### src/rtl/periph_bus_arbiter.sv
// Two-requester round-robin arbiter for the shared peripheral bus.
// A watchdog forces completion with a fixed error word if the slave never answers.
module periph_bus_arbiter #(
    parameter int          ADDR_W         = 31,
    parameter int          TIMEOUT_CYCLES = 256,
    parameter logic [31:0] TIMEOUT_RDATA  = 32'hDEAD_BEEF
) (
    input  logic              sys_clk,
    input  logic              rst_n,

    input  logic              i_m0_valid,
    input  logic [ADDR_W-1:0] i_m0_addr,
    input  logic              i_m0_write,
    input  logic [31:0]       i_m0_wdata,
    input  logic [3:0]        i_m0_wstrb,
    output logic [31:0]       o_m0_rdata,
    output logic              o_m0_ready,

    input  logic              i_m1_valid,
    input  logic [ADDR_W-1:0] i_m1_addr,
    input  logic              i_m1_write,
    input  logic [31:0]       i_m1_wdata,
    input  logic [3:0]        i_m1_wstrb,
    output logic [31:0]       o_m1_rdata,
    output logic              o_m1_ready,

    output logic              o_s_valid,
    output logic [ADDR_W-1:0] o_s_addr,
    output logic              o_s_write,
    output logic [31:0]       o_s_wdata,
    output logic [3:0]        o_s_wstrb,
    input  logic [31:0]       i_s_rdata,
    input  logic              i_s_ready,

    output logic              o_timeout_err,
    output logic              o_timeout_master
);

    localparam int          TW    = (TIMEOUT_CYCLES > 2) ? $clog2(TIMEOUT_CYCLES) : 1;
    localparam logic [TW-1:0] TLAST = TW'(TIMEOUT_CYCLES - 1);

    typedef enum logic {
        ST_IDLE,
        ST_BUSY
    } state_t;

    state_t        r_state;
    logic          r_grant;
    logic          r_last_grant;
    logic [TW-1:0] r_timer;
    logic          r_timeout_master;

    logic          w_busy;
    logic          w_timeout;
    logic          w_complete;
    logic          w_next_grant;
    logic [31:0]   w_rdata;

    assign w_busy     = (r_state == ST_BUSY);
    assign w_timeout  = w_busy && !i_s_ready && (r_timer == TLAST);
    assign w_complete = (w_busy && i_s_ready) || w_timeout;
    assign w_rdata    = i_s_ready ? i_s_rdata : TIMEOUT_RDATA;

    // On contention the master that did not win last time is chosen.
    assign w_next_grant = (i_m0_valid && i_m1_valid) ? ~r_last_grant : i_m1_valid;

    always_ff @(posedge sys_clk or negedge rst_n) begin
        if (!rst_n) begin
            r_state          <= ST_IDLE;
            r_grant          <= 1'b0;
            r_last_grant     <= 1'b1;
            r_timer          <= '0;
            r_timeout_master <= 1'b0;
        end else begin
            case (r_state)
                ST_IDLE: begin
                    if (i_m0_valid || i_m1_valid) begin
                        r_grant <= w_next_grant;
                        r_timer <= '0;
                        r_state <= ST_BUSY;
                    end
                end
                ST_BUSY: begin
                    if (w_complete) begin
                        r_state      <= ST_IDLE;
                        r_last_grant <= r_grant;
                        if (w_timeout) begin
                            r_timeout_master <= r_grant;
                        end
                    end else begin
                        r_timer <= r_timer + TW'(1);
                    end
                end
                default: r_state <= ST_IDLE;
            endcase
        end
    end

    assign o_s_valid = w_busy;
    assign o_s_addr  = !w_busy ? '0 : (r_grant ? i_m1_addr  : i_m0_addr);
    assign o_s_write = w_busy && (r_grant ? i_m1_write : i_m0_write);
    assign o_s_wdata = !w_busy ? '0 : (r_grant ? i_m1_wdata : i_m0_wdata);
    assign o_s_wstrb = !w_busy ? '0 : (r_grant ? i_m1_wstrb : i_m0_wstrb);

    // Completion is steered only to the granted master; the other sees zeros.
    assign o_m0_ready = w_complete && !r_grant;
    assign o_m1_ready = w_complete &&  r_grant;
    assign o_m0_rdata = o_m0_ready ? w_rdata : 32'h0;
    assign o_m1_rdata = o_m1_ready ? w_rdata : 32'h0;

    assign o_timeout_err    = w_timeout;
    assign o_timeout_master = w_timeout ? r_grant : r_timeout_master;

endmodule

### config.mk
export PLATFORM = sky130hd
export DESIGN_NAME = periph_bus_arbiter
export DESIGN_NICKNAME = d
export VERILOG_FILES = /design/src/rtl/periph_bus_arbiter.sv
export SDC_FILE = /design/constraint.sdc
export NUM_CORES = 1
export LEC_CHECK = 0
export CAP_MARGIN = 20
export CORE_AREA = 2 2 122 124
export DETAILED_ROUTE_END_ITERATION = 6
export DIE_AREA = 0 0 124 126
export DONT_BUFFER_PORTS = 1
export GPL_TIMING_DRIVEN = 1
export HOLD_SLACK_MARGIN = 0.08
export SLEW_MARGIN = 20
export SYNTH_ARGS = -nofsm -noshare
export SYNTH_HDL_FRONTEND = slang
export SYNTH_SLANG_ARGS = --single-unit
export TNS_END_PERCENT = 50
### constraint.sdc
create_clock -name sys_clk -period 2 [get_ports sys_clk]
set_input_delay 0.4 -clock sys_clk [delete_from_list [all_inputs] [get_ports sys_clk]]
set_output_delay 0.4 -clock sys_clk [all_outputs]
set_load 0.1 [all_outputs]
==> impl_metrics.prom, run 1 <==
# TYPE chip_impl_metric gauge
chip_impl_info{name="status",value="complete, but fails checks"} 1
chip_impl_info{name="violations",value="setup timing"} 1
chip_impl_metric{name="area_growth_syn_to_layout",unit="%"} 157.8
chip_impl_metric{name="critical_path_peak_fanout",unit=""} 17
chip_impl_metric{name="insertion_delay",unit="ps"} 250
chip_impl_info{name="startpoint_kind_of_the_worst_setup_timing_path",value="flip-flop"} 1
chip_impl_info{name="worstPathCellList",value="ha_4, nand3_4, nor2_4, o211ai_4, buf_12, inv_1, buf_6"} 1
chip_impl_metric{name="core_area",unit="µm²"} 14310
chip_impl_metric{name="detailedRoute.firstPassIterationCount",unit=""} 4
chip_impl_info{name="crit_path_start",value="r_timer[0]"} 1
chip_impl_metric{name="synth_top_cell_area_share",unit="%"} 31.42
chip_impl_info{name="clock_tree_from_tritoncts",value="yes"} 1
chip_impl_metric{name="fmax",unit="MHz"} 460.7
chip_impl_metric{name="timing.hold.worst_path_depth",unit=""} 1
chip_impl_metric{name="ctsLongestPathBuffers",unit=""} 2
chip_impl_metric{name="part_of_the_yosys_area_used_for_sequential_elements",unit="%"} 13.72
chip_impl_metric{name="post-place-cells",unit=""} 650
chip_impl_metric{name="layout-drive-gt1-share",unit="%"} 69.46
chip_impl_metric{name="gpl.final_weighted_congestion",unit=""} 0.8559
chip_impl_metric{name="timing.final.crit_share",unit="%"} 108.5
chip_impl_metric{name="grt_usage",unit="%"} 13.02
chip_impl_info{name="regToRegStartpoint",value="r_timer[0]"} 1
chip_impl_metric{name="period_needed",unit="ps"} 2171
chip_impl_metric{name="die_x",unit="µm"} 124
chip_impl_metric{name="antenna_found_initial",unit=""} 1
chip_impl_metric{name="numClockSinks",unit=""} 12
chip_impl_metric{name="routed_antenna_nets",unit=""} 0
chip_impl_metric{name="timing.reg2reg.worst_path_depth",unit=""} 6
chip_impl_metric{name="ys_warn_count",unit=""} 0
chip_impl_metric{name="tightest_slew",unit="ps"} 557.5
chip_impl_metric{name="post_synth_inst_count",unit=""} 327
chip_impl_metric{name="rrSetupSlack",unit="ps"} 140
chip_impl_metric{name="design.die.area",unit="µm²"} 15620
chip_impl_metric{name="buffer_ports.inserted",unit=""} 0
chip_impl_info{name="grt_setup_unrepaired",value="yes"} 1
chip_impl_metric{name="critPathRequiredTime",unit="ps"} 1600
chip_impl_metric{name="core.rowCount",unit=""} 44
chip_impl_info{name="critical-path-slowest-cell",value="dfrtp_1"} 1
chip_impl_info{name="hold_path.class",value="input pin to flip-flop"} 1
chip_impl_metric{name="detail_route.iter0.violations",unit=""} 91
chip_impl_metric{name="cellPowerDensity",unit="nW/µm²"} 1636
chip_impl_metric{name="final_hold_viol_count",unit=""} 0
chip_impl_metric{name="synth.avg_cell_area",unit="µm²"} 6.723
chip_impl_metric{name="maxSlewViolCount",unit=""} 0
chip_impl_metric{name="synth-seq-cells",unit=""} 12
chip_impl_metric{name="floorplan.io_pins",unit=""} 310
chip_impl_metric{name="synth_fp_nets",unit=""} 501
chip_impl_metric{name="die_h",unit="µm"} 126
chip_impl_metric{name="total_power",unit="µW"} 9272
chip_impl_metric{name="cts.reportedPaths.clkPinSlew",unit="ps"} 40
chip_impl_metric{name="cts.htree.levels",unit=""} 1
chip_impl_metric{name="finalNetCount",unit=""} 653
chip_impl_info{name="netlist_top_cells_area",value="mux2i_1 31%, nor2_1 23%, dfrtp_1 13%"} 1
chip_impl_metric{name="design_area",unit="µm²"} 5668
chip_impl_metric{name="avgRoutedWirePerCell",unit="µm"} 17.24
chip_impl_metric{name="drt_wl_total",unit="mm"} 11.43
chip_impl_metric{name="worst_path_largest_cell_delay",unit="ps"} 400
chip_impl_metric{name="initial_standard_cell_utilization_of_the_core",unit="%"} 15.36
chip_impl_info{name="crit_path_end",value="o_m1_ready"} 1
chip_impl_metric{name="drc",unit=""} 0
chip_impl_metric{name="irDropWorstVdd",unit="mV"} 1.179
chip_impl_info{name="timing.critical_path.to_type",value="output pin"} 1
chip_impl_metric{name="synth_area",unit="µm²"} 2198
chip_impl_metric{name="max_slew_margin",unit="%"} 62.71
chip_impl_metric{name="arrival_time_reported_for_the_critical_path_endpoint",unit="ps"} 1770
chip_impl_metric{name="drt-vias-per-instance",unit=""} 4.397
chip_impl_metric{name="worst_clock_skew",unit="ps"} 6.150
chip_impl_metric{name="grt_remaining_overflow",unit=""} 0
chip_impl_info{name="setup.worst_path.class",value="flip-flop to output pin"} 1
chip_impl_metric{name="finalSetupViolCount",unit=""} 105
chip_impl_metric{name="grt_pass1_wl",unit="mm"} 15.71
chip_impl_metric{name="place_hpwl",unit="mm"} 9.681
chip_impl_info{name="rr_endpoint",value="r_timeout_master"} 1
chip_impl_metric{name="placed_cell_area",unit="µm²"} 5146
chip_impl_metric{name="final.hold.worst_slack",unit="ps"} 329.4
chip_impl_metric{name="numCtsBuffers",unit=""} 3
chip_impl_info{name="root_buffer",value="clkbuf_16"} 1
chip_impl_metric{name="p_leak",unit="µW"} 0.002369
chip_impl_metric{name="number_of_maximum_capacitance_violations",unit=""} 0
chip_impl_metric{name="grt_max_degree",unit=""} 60
chip_impl_metric{name="vias",unit=""} 2915
chip_impl_metric{name="synth_cell_types",unit=""} 39
chip_impl_metric{name="first_global_vias",unit=""} 2897
chip_impl_metric{name="final_critical_path_setup_slack",unit="ps"} -170.6
chip_impl_info{name="synth_largest_area_cell",value="mux2i_1"} 1
chip_impl_metric{name="final_cells",unit=""} 663
chip_impl_metric{name="final_core_util",unit="%"} 39.60
[area by class of cell]
class	instances	area, µm²
fill	1365	8646
sequential	12	309.0
multi-input combinational	283	2425
clock buffer	4	88.84
tap	184	230.2
timing repair buffer	173	2582
antenna	1	2.502
inverter	6	30.03
[per-layer routing]
layer  part of all wire, %  track usage [%]  vias up
met5                     0                0        -
met4                   1.6            3.305        0
met3                    12            3.442       10
met2                    51            23.27      214
met1                    35            15.24     1309
li1                      -                -     1382
[cell usage after synthesis (all sizes together)]
master / instances
a21o: 3
a21oi: 1
a22o: 1
a31oi: 2
a32o: 1
and2: 1
and2b: 1
and3: 1
buf: 16
clkbuf: 10
dfrtp: 11
dfstp: 1
ha: 1
inv: 6
mux2: 2
mux2i: 69
nand2: 17
nand2b: 1
nand3: 3
nand4: 1
nor2: 135
nor2b: 24
nor3: 5
o2111ai: 1
o211ai: 2
o21a: 1
o21ai: 8
o2bb2ai: 1
or3: 1
[cells by family after synthesis]
| kind of cell | Yosys count | synth area share, % |
|---|---|---|
| AND/OR/NAND/NOR | 190 | 38.59 |
| flip-flops | 12 | 13.72 |
| AO/OA/AOI/OAI | 21 | 7.683 |
| buffers and inverters | 32 | 7.001 |
| adder cells (fa/ha/maj) | 1 | 0.5691 |
| multiplexers | 71 | 32.44 |
[flip-flops by register name, indices dropped and copies added (netlist names)]
| signal | cells |
|---|---|
| r_grant | 1 |
| r_last_grant | 1 |
| r_timer | 8 |
| o_s_valid | 1 |
| r_timeout_master | 1 |
[how the worst min path moves through the flow]
| stage | end | from | slack [ps] |
|---|---|---|---|
| after floorplan | r_grant | rst_n | 100 |
| after global placement | r_timeout_master | rst_n | 100 |
| after detailed placement | r_grant | rst_n | 100 |
| after CTS | r_grant | i_m1_valid | 330 |
| after global routing | r_grant | i_m1_valid | 340 |
| final | r_grant | i_m1_valid | 330 |
[worst max-delay path: cells and delay by family, from the launching register on]
family | cells | cell delay (ps)
buffers and inverters | 3 | 540
AO/OA/AOI/OAI | 1 | 250
flip-flops | 1 | 400
AND/OR/NAND/NOR | 2 | 140
adder cells (fa/ha/maj) | 1 | 180
[metrics by stage]
stage                     setup TNS (ps)  worst slack [ps]
after global placement                 0             66.08
after detailed placement               0             46.00
after floorplan                   -67850            -724.2
after global routing              -16490            -245.3
after CTS                          -9325            -173.3
final                              -9499            -170.6
[power breakdown]
group / switching (µW) / total [µW] / internal [µW] / leakage [µW]
Combinational: 5950 / 8510 / 2560 / 0.00217
Clock: 110 / 412 / 302 / 0.0000442
Sequential: 51.9 / 354 / 302 / 0.000156
Total: 6110 / 9270 / 3170 / 0.00237
[placed cells by master, fill, tap and decap left out, types with 2 or more instances in the layout]
| cell | netlist | final |
|---|---|---|
| o21ai_2 | 2 | 2 |
| buf_8 | 0 | 3 |
| dfrtp_1 | 11 | 9 |
| nor3_1 | 4 | 4 |
| buf_4 | 3 | 67 |
| nand3_1 | 2 | 2 |
| nor2_1 | 134 | 2 |
| o21ai_0 | 5 | 5 |
| a21o_2 | 2 | 2 |
| mux2i_1 | 69 | 66 |
| nand2_1 | 17 | 17 |
| a31oi_1 | 2 | 2 |
| nor2b_1 | 24 | 24 |
| nor2_2 | 0 | 69 |
| inv_1 | 4 | 3 |
| buf_16 | 0 | 4 |
| buf_6 | 1 | 6 |
| dfrtp_4 | 0 | 2 |
| o211ai_4 | 1 | 2 |
| buf_12 | 0 | 91 |
| clkbuf_16 | 0 | 4 |
| nor2_4 | 1 | 64 |
| mux2i_2 | 0 | 3 |
[timing repair]
item,CTS,global route
resized for setup,46,22
endpoints found under the setup margin,133,125
pin swaps,12,2
hold endpoints to repair,12,0
cloned,2,1
hold buffers,1,0
buffers inserted,4,0
Power figures use the tool's default switching activity.
==> inputs of run 2 (changes only) <==
--- a/config.mk
+++ b/config.mk
@@ -5,13 +5,17 @@
 export SDC_FILE = /design/constraint.sdc
 export NUM_CORES = 1
 export LEC_CHECK = 0
+export ABC_AREA = 1
 export CAP_MARGIN = 20
-export CORE_AREA = 2 2 122 124
+export CELL_PAD_IN_SITES_DETAIL_PLACEMENT = 1
+export CELL_PAD_IN_SITES_GLOBAL_PLACEMENT = 2
+export CORE_AREA = 2 2 120 122
 export DETAILED_ROUTE_END_ITERATION = 6
-export DIE_AREA = 0 0 124 126
+export DIE_AREA = 0 0 122 124
 export DONT_BUFFER_PORTS = 1
 export GPL_TIMING_DRIVEN = 1
 export HOLD_SLACK_MARGIN = 0.08
+export PLACE_DENSITY = 0.61
 export SLEW_MARGIN = 20
 export SYNTH_ARGS = -nofsm -noshare
 export SYNTH_HDL_FRONTEND = slang
==> run 2 against run 1 <==
  * The run still ends with setup timing left
  * Design area up 13%
  * First-iteration DRC count is 3.3% higher
  * Total power rose by 25%
  * Global-route usage grew 5.6 points
  * Synthesized area increased by 3.7%
  * Clock power shrank 8.0%
  * Synthesized cell count increased by 34%
  * Combinational power up 28%
  * Hold slack lost 11 ps
  * Critical path type unchanged
==> impl_metrics.prom, run 2 <==
# TYPE chip_impl_metric gauge
chip_impl_info{name="status",value="complete, but fails checks"} 1
chip_impl_info{name="violations",value="setup timing"} 1
chip_impl_info{name="top_usage_layer",value="met2"} 1
chip_impl_metric{name="drt-vias-per-instance",unit=""} 4.702
chip_impl_metric{name="grt_pass1_wl",unit="mm"} 22.05
chip_impl_metric{name="path_buf_inv",unit=""} 2
chip_impl_metric{name="largest_reg_flops",unit=""} 8
chip_impl_metric{name="final_critical_path_setup_slack",unit="ps"} -188.4
chip_impl_metric{name="power_report.internal_total",unit="µW"} 4016
chip_impl_metric{name="design.die.area",unit="µm²"} 15130
chip_impl_metric{name="final_hold_viol_count",unit=""} 0
chip_impl_info{name="timing.critical_path.max_delay_family",value="simple AND/OR/NAND/NOR gates"} 1
chip_impl_metric{name="switching_portion_of_total_power",unit="%"} 65.37
chip_impl_metric{name="first_global_vias",unit=""} 3967
chip_impl_metric{name="critical_path_peak_fanout",unit=""} 6
chip_impl_metric{name="groute.layer.met1.usage",unit="%"} 19.34
chip_impl_metric{name="die_h",unit="µm"} 124
chip_impl_metric{name="comb_power_share",unit="%"} 93.7
chip_impl_metric{name="drt_wl_total",unit="mm"} 15.09
chip_impl_metric{name="place_hpwl",unit="mm"} 12.44
chip_impl_metric{name="numCtsBuffers",unit=""} 3
chip_impl_metric{name="gr-usage-met3",unit="%"} 6.685
chip_impl_metric{name="maxSlewViolCount",unit=""} 0
chip_impl_metric{name="numClockSinks",unit=""} 12
chip_impl_metric{name="area_growth_syn_to_layout",unit="%"} 181.3
chip_impl_info{name="regToRegStartpoint",value="r_timer[0]"} 1
chip_impl_info{name="synth_largest_area_cell",value="nor2_1"} 1
chip_impl_metric{name="worst_clock_skew",unit="ps"} 3.748
chip_impl_info{name="grt_setup_unrepaired",value="yes"} 1
chip_impl_metric{name="synth-seq-cells",unit=""} 12
chip_impl_info{name="yosys.cell_count.top_type",value="nor2_1"} 1
chip_impl_metric{name="final_core_util",unit="%"} 46.75
chip_impl_metric{name="ctsLongestPathBuffers",unit=""} 2
chip_impl_metric{name="synth_area",unit="µm²"} 2280
chip_impl_metric{name="antenna_found_initial",unit=""} 3
chip_impl_metric{name="grt_usage",unit="%"} 18.59
chip_impl_metric{name="timing.final.crit_share",unit="%"} 109.4
chip_impl_metric{name="part_of_the_yosys_area_used_for_sequential_elements",unit="%"} 13.23
chip_impl_info{name="clock_tree_from_tritoncts",value="yes"} 1
chip_impl_info{name="regMostFlops",value="r_timer"} 1
chip_impl_metric{name="post_synth_inst_count",unit=""} 438
chip_impl_metric{name="gpl.final_weighted_congestion",unit=""} 0.7506
chip_impl_metric{name="final_cells",unit=""} 766
chip_impl_info{name="netlist_top_cells_area",value="nor2_1 32%, o21ai_0 16%, dfrtp_1 12%"} 1
chip_impl_metric{name="finalSetupTns",unit="ps"} -7870
chip_impl_metric{name="insertion_delay",unit="ps"} 240
chip_impl_metric{name="post_synth_fa_ha_maj_area_fraction",unit="%"} 0.5488
chip_impl_metric{name="detailedRoute.firstPassIterationCount",unit=""} 4
chip_impl_metric{name="initial_standard_cell_utilization_of_the_core",unit="%"} 16.62
chip_impl_info{name="worstPathCellList",value="ha_2, nand3_2, nor2_4, nand2_4, nand2_8, nand2_8, buf_12, nor2_4, buf_12"} 1
chip_impl_metric{name="post-place-cells",unit=""} 751
chip_impl_metric{name="cts.reportedPaths.clkPinSlew",unit="ps"} 50
chip_impl_info{name="combinational_family_with_the_most_area_after_synthesis",value="simple AND/OR/NAND/NOR gates"} 1
chip_impl_metric{name="period_needed",unit="ps"} 2188
chip_impl_metric{name="layout-drive-gt1-share",unit="%"} 55.04
chip_impl_metric{name="max_slew_margin",unit="%"} 59.58
chip_impl_metric{name="drc",unit=""} 0
chip_impl_info{name="startpoint_kind_of_the_worst_setup_timing_path",value="flip-flop"} 1
chip_impl_metric{name="avgRoutedWirePerCell",unit="µm"} 19.70
chip_impl_metric{name="number_of_maximum_capacitance_violations",unit=""} 0
chip_impl_metric{name="critPathRequiredTime",unit="ps"} 1600
chip_impl_metric{name="synth.avg_cell_area",unit="µm²"} 5.205
chip_impl_info{name="ys.flop_type",value="dfrtp_1"} 1
chip_impl_metric{name="cts.htree.levels",unit=""} 1
chip_impl_metric{name="ys_warn_count",unit=""} 0
chip_impl_metric{name="path_depth",unit=""} 9
chip_impl_info{name="crit_path_end",value="o_m1_rdata[0]"} 1
chip_impl_metric{name="rrSetupSlack",unit="ps"} 130
chip_impl_metric{name="irDropWorstVdd",unit="mV"} 0.5716
chip_impl_info{name="root_buffer",value="clkbuf_16"} 1
chip_impl_metric{name="fmax",unit="MHz"} 457.0
chip_impl_metric{name="tightest_slew",unit="ps"} 604.3
chip_impl_info{name="timing.critical_path.to_type",value="output pin"} 1
chip_impl_metric{name="synth_top_cell_area_share",unit="%"} 31.94
chip_impl_metric{name="post-place-ws",unit="ps"} 5.591
chip_impl_info{name="most-common-layout-cells",value="142 x buf_12, 114 x nor2_4, 97 x nor2_1"} 1
chip_impl_info{name="critical-path-slowest-cell",value="dfrtp_1"} 1
chip_impl_metric{name="timing.reg2reg.worst_path_depth",unit=""} 10
chip_impl_metric{name="number_of_flops_mapped_to_enable_cells_by_yosys",unit=""} 0
chip_impl_metric{name="worst_path_largest_cell_delay",unit="ps"} 350
chip_impl_metric{name="net-switching-power",unit="µW"} 7579
chip_impl_metric{name="finalSetupViolCount",unit=""} 67
chip_impl_metric{name="power.sequential.fraction",unit="%"} 3.0
chip_impl_metric{name="die_x",unit="µm"} 122
chip_impl_metric{name="synth_mux_area_share",unit="%"} 0
chip_impl_metric{name="core_area",unit="µm²"} 13720
chip_impl_metric{name="cellPowerDensity",unit="nW/µm²"} 1808
chip_impl_metric{name="detail_route.iter0.violations",unit=""} 94
chip_impl_metric{name="synth-xor-area-share",unit="%"} 1.153
chip_impl_info{name="layout.cells.most_common",value="buf_12"} 1
chip_impl_metric{name="synth-simple-area-share",unit="%"} 55.16
chip_impl_metric{name="grt_remaining_overflow",unit=""} 0
chip_impl_info{name="crit_path_start",value="r_timer[0]"} 1
chip_impl_info{name="setup.worst_path.class",value="flip-flop to output pin"} 1
chip_impl_metric{name="asr_flop_ratio_synth",unit="%"} 100.0
chip_impl_metric{name="grt_max_degree",unit=""} 61
chip_impl_info{name="synth.top_cells.by_count",value="194 x nor2_1, 74 x o21ai_0, 41 x nand2_1, 25 x inv_1, 19 x nor2_2"} 1
chip_impl_metric{name="synth_fp_nets",unit=""} 612
chip_impl_metric{name="vias",unit=""} 3602
chip_impl_metric{name="buffer_ports.inserted",unit=""} 0
chip_impl_metric{name="routed_antenna_nets",unit=""} 0
chip_impl_metric{name="floorplan.io_pins",unit=""} 310
chip_impl_metric{name="synth_cell_types",unit=""} 24
chip_impl_metric{name="synth_compound_area_share",unit="%"} 16.68
chip_impl_metric{name="total_power",unit="µW"} 11590
chip_impl_metric{name="p_leak",unit="µW"} 0.002581
chip_impl_info{name="rr_endpoint",value="r_timer[3]"} 1
chip_impl_info{name="hold_path.class",value="input pin to flip-flop"} 1
chip_impl_metric{name="gr-usage-met2",unit="%"} 35.82
chip_impl_metric{name="core.rowCount",unit=""} 43
chip_impl_metric{name="arrival_time_reported_for_the_critical_path_endpoint",unit="ps"} 1790
chip_impl_metric{name="clockPowerShare",unit="%"} 3.3
chip_impl_metric{name="finalNetCount",unit=""} 760
run 2: cell count changes after synthesis, sizes merged, moves of 4 or more:
cell    delta
nor2b     -24
nor2      +82
nand4     +15
nand2     +28
clkbuf     +6
inv       +21
nand3      +4
nor3       -5
o21ai     +66
mux2i     -69
run 2: layer usage:
| layer | wire (µm) | vias to the layer above | part of all wire (%) |
|---|---|---|---|
| li1 | - | 1673 | - |
| met1 | 4840 | 1714 | 32 |
| met2 | 8403 | 195 | 56 |
| met3 | 1581 | 16 | 10 |
| met4 | 235 | 4 | 1.6 |
| met5 | 27 | - | 0.18 |
run 2: final cells by class:
| type | count | area (µm²) |
|---|---|---|
| Fill cell | 1510 | 7306 |
| Timing Repair Buffer | 176 | 3152 |
| Multi-Input combinational cell | 366 | 2505 |
| Sequential cell | 12 | 306.5 |
| Tap cell | 180 | 225.2 |
| Inverter | 27 | 143.9 |
| Clock buffer | 4 | 78.83 |
| Antenna cell | 1 | 2.502 |
run 2: worst min-delay path by stage:
stage	start	to	slack (ps)	cells after the start
after global placement	rst_n	r_timeout_master	100	0
final	i_m1_valid	r_grant	320	2
after detailed placement	rst_n	r_timer[2]	100	0
after floorplan	rst_n	r_grant	100	0
after CTS	i_m1_valid	r_grant	320	2
after global routing	i_m1_valid	r_grant	370	2
run 2: power by group through the flow:
stage	combinational (µW)	sequential, µW	clock (µW)
after floorplan	7130	372	0
after global placement	10700	356	0
after detailed placement	10800	361	0
after CTS	10900	349	384
after global routing	11200	356	393
final	10900	350	379
run 2: stage by stage:
step                instance area [µm²]  hold slack (ps)
floorplan                          3156            104.4
finish                             6414            318.9
CTS                                6347            324.1
detailed placement                 6177            104.9
global route                       6414            365.2
global placement                   6177            104.8
run 2: what timing repair did:
item,in CTS,in global routing
hold buffers,1,0
gates resized for setup,12,7
setup buffers,5,3
setup endpoints to repair,116,112
pin swaps,3,4
hold endpoints to repair,12,0
gates cloned,1,1
run 2: logic make-up after synthesis:
kind of cell / Yosys count
AO/OA/AOI/OAI: 76
flip-flops: 12
XOR/XNOR: 3
buffers and inverters: 61
adder cells (fa/ha/maj): 1
AND/OR/NAND/NOR: 285
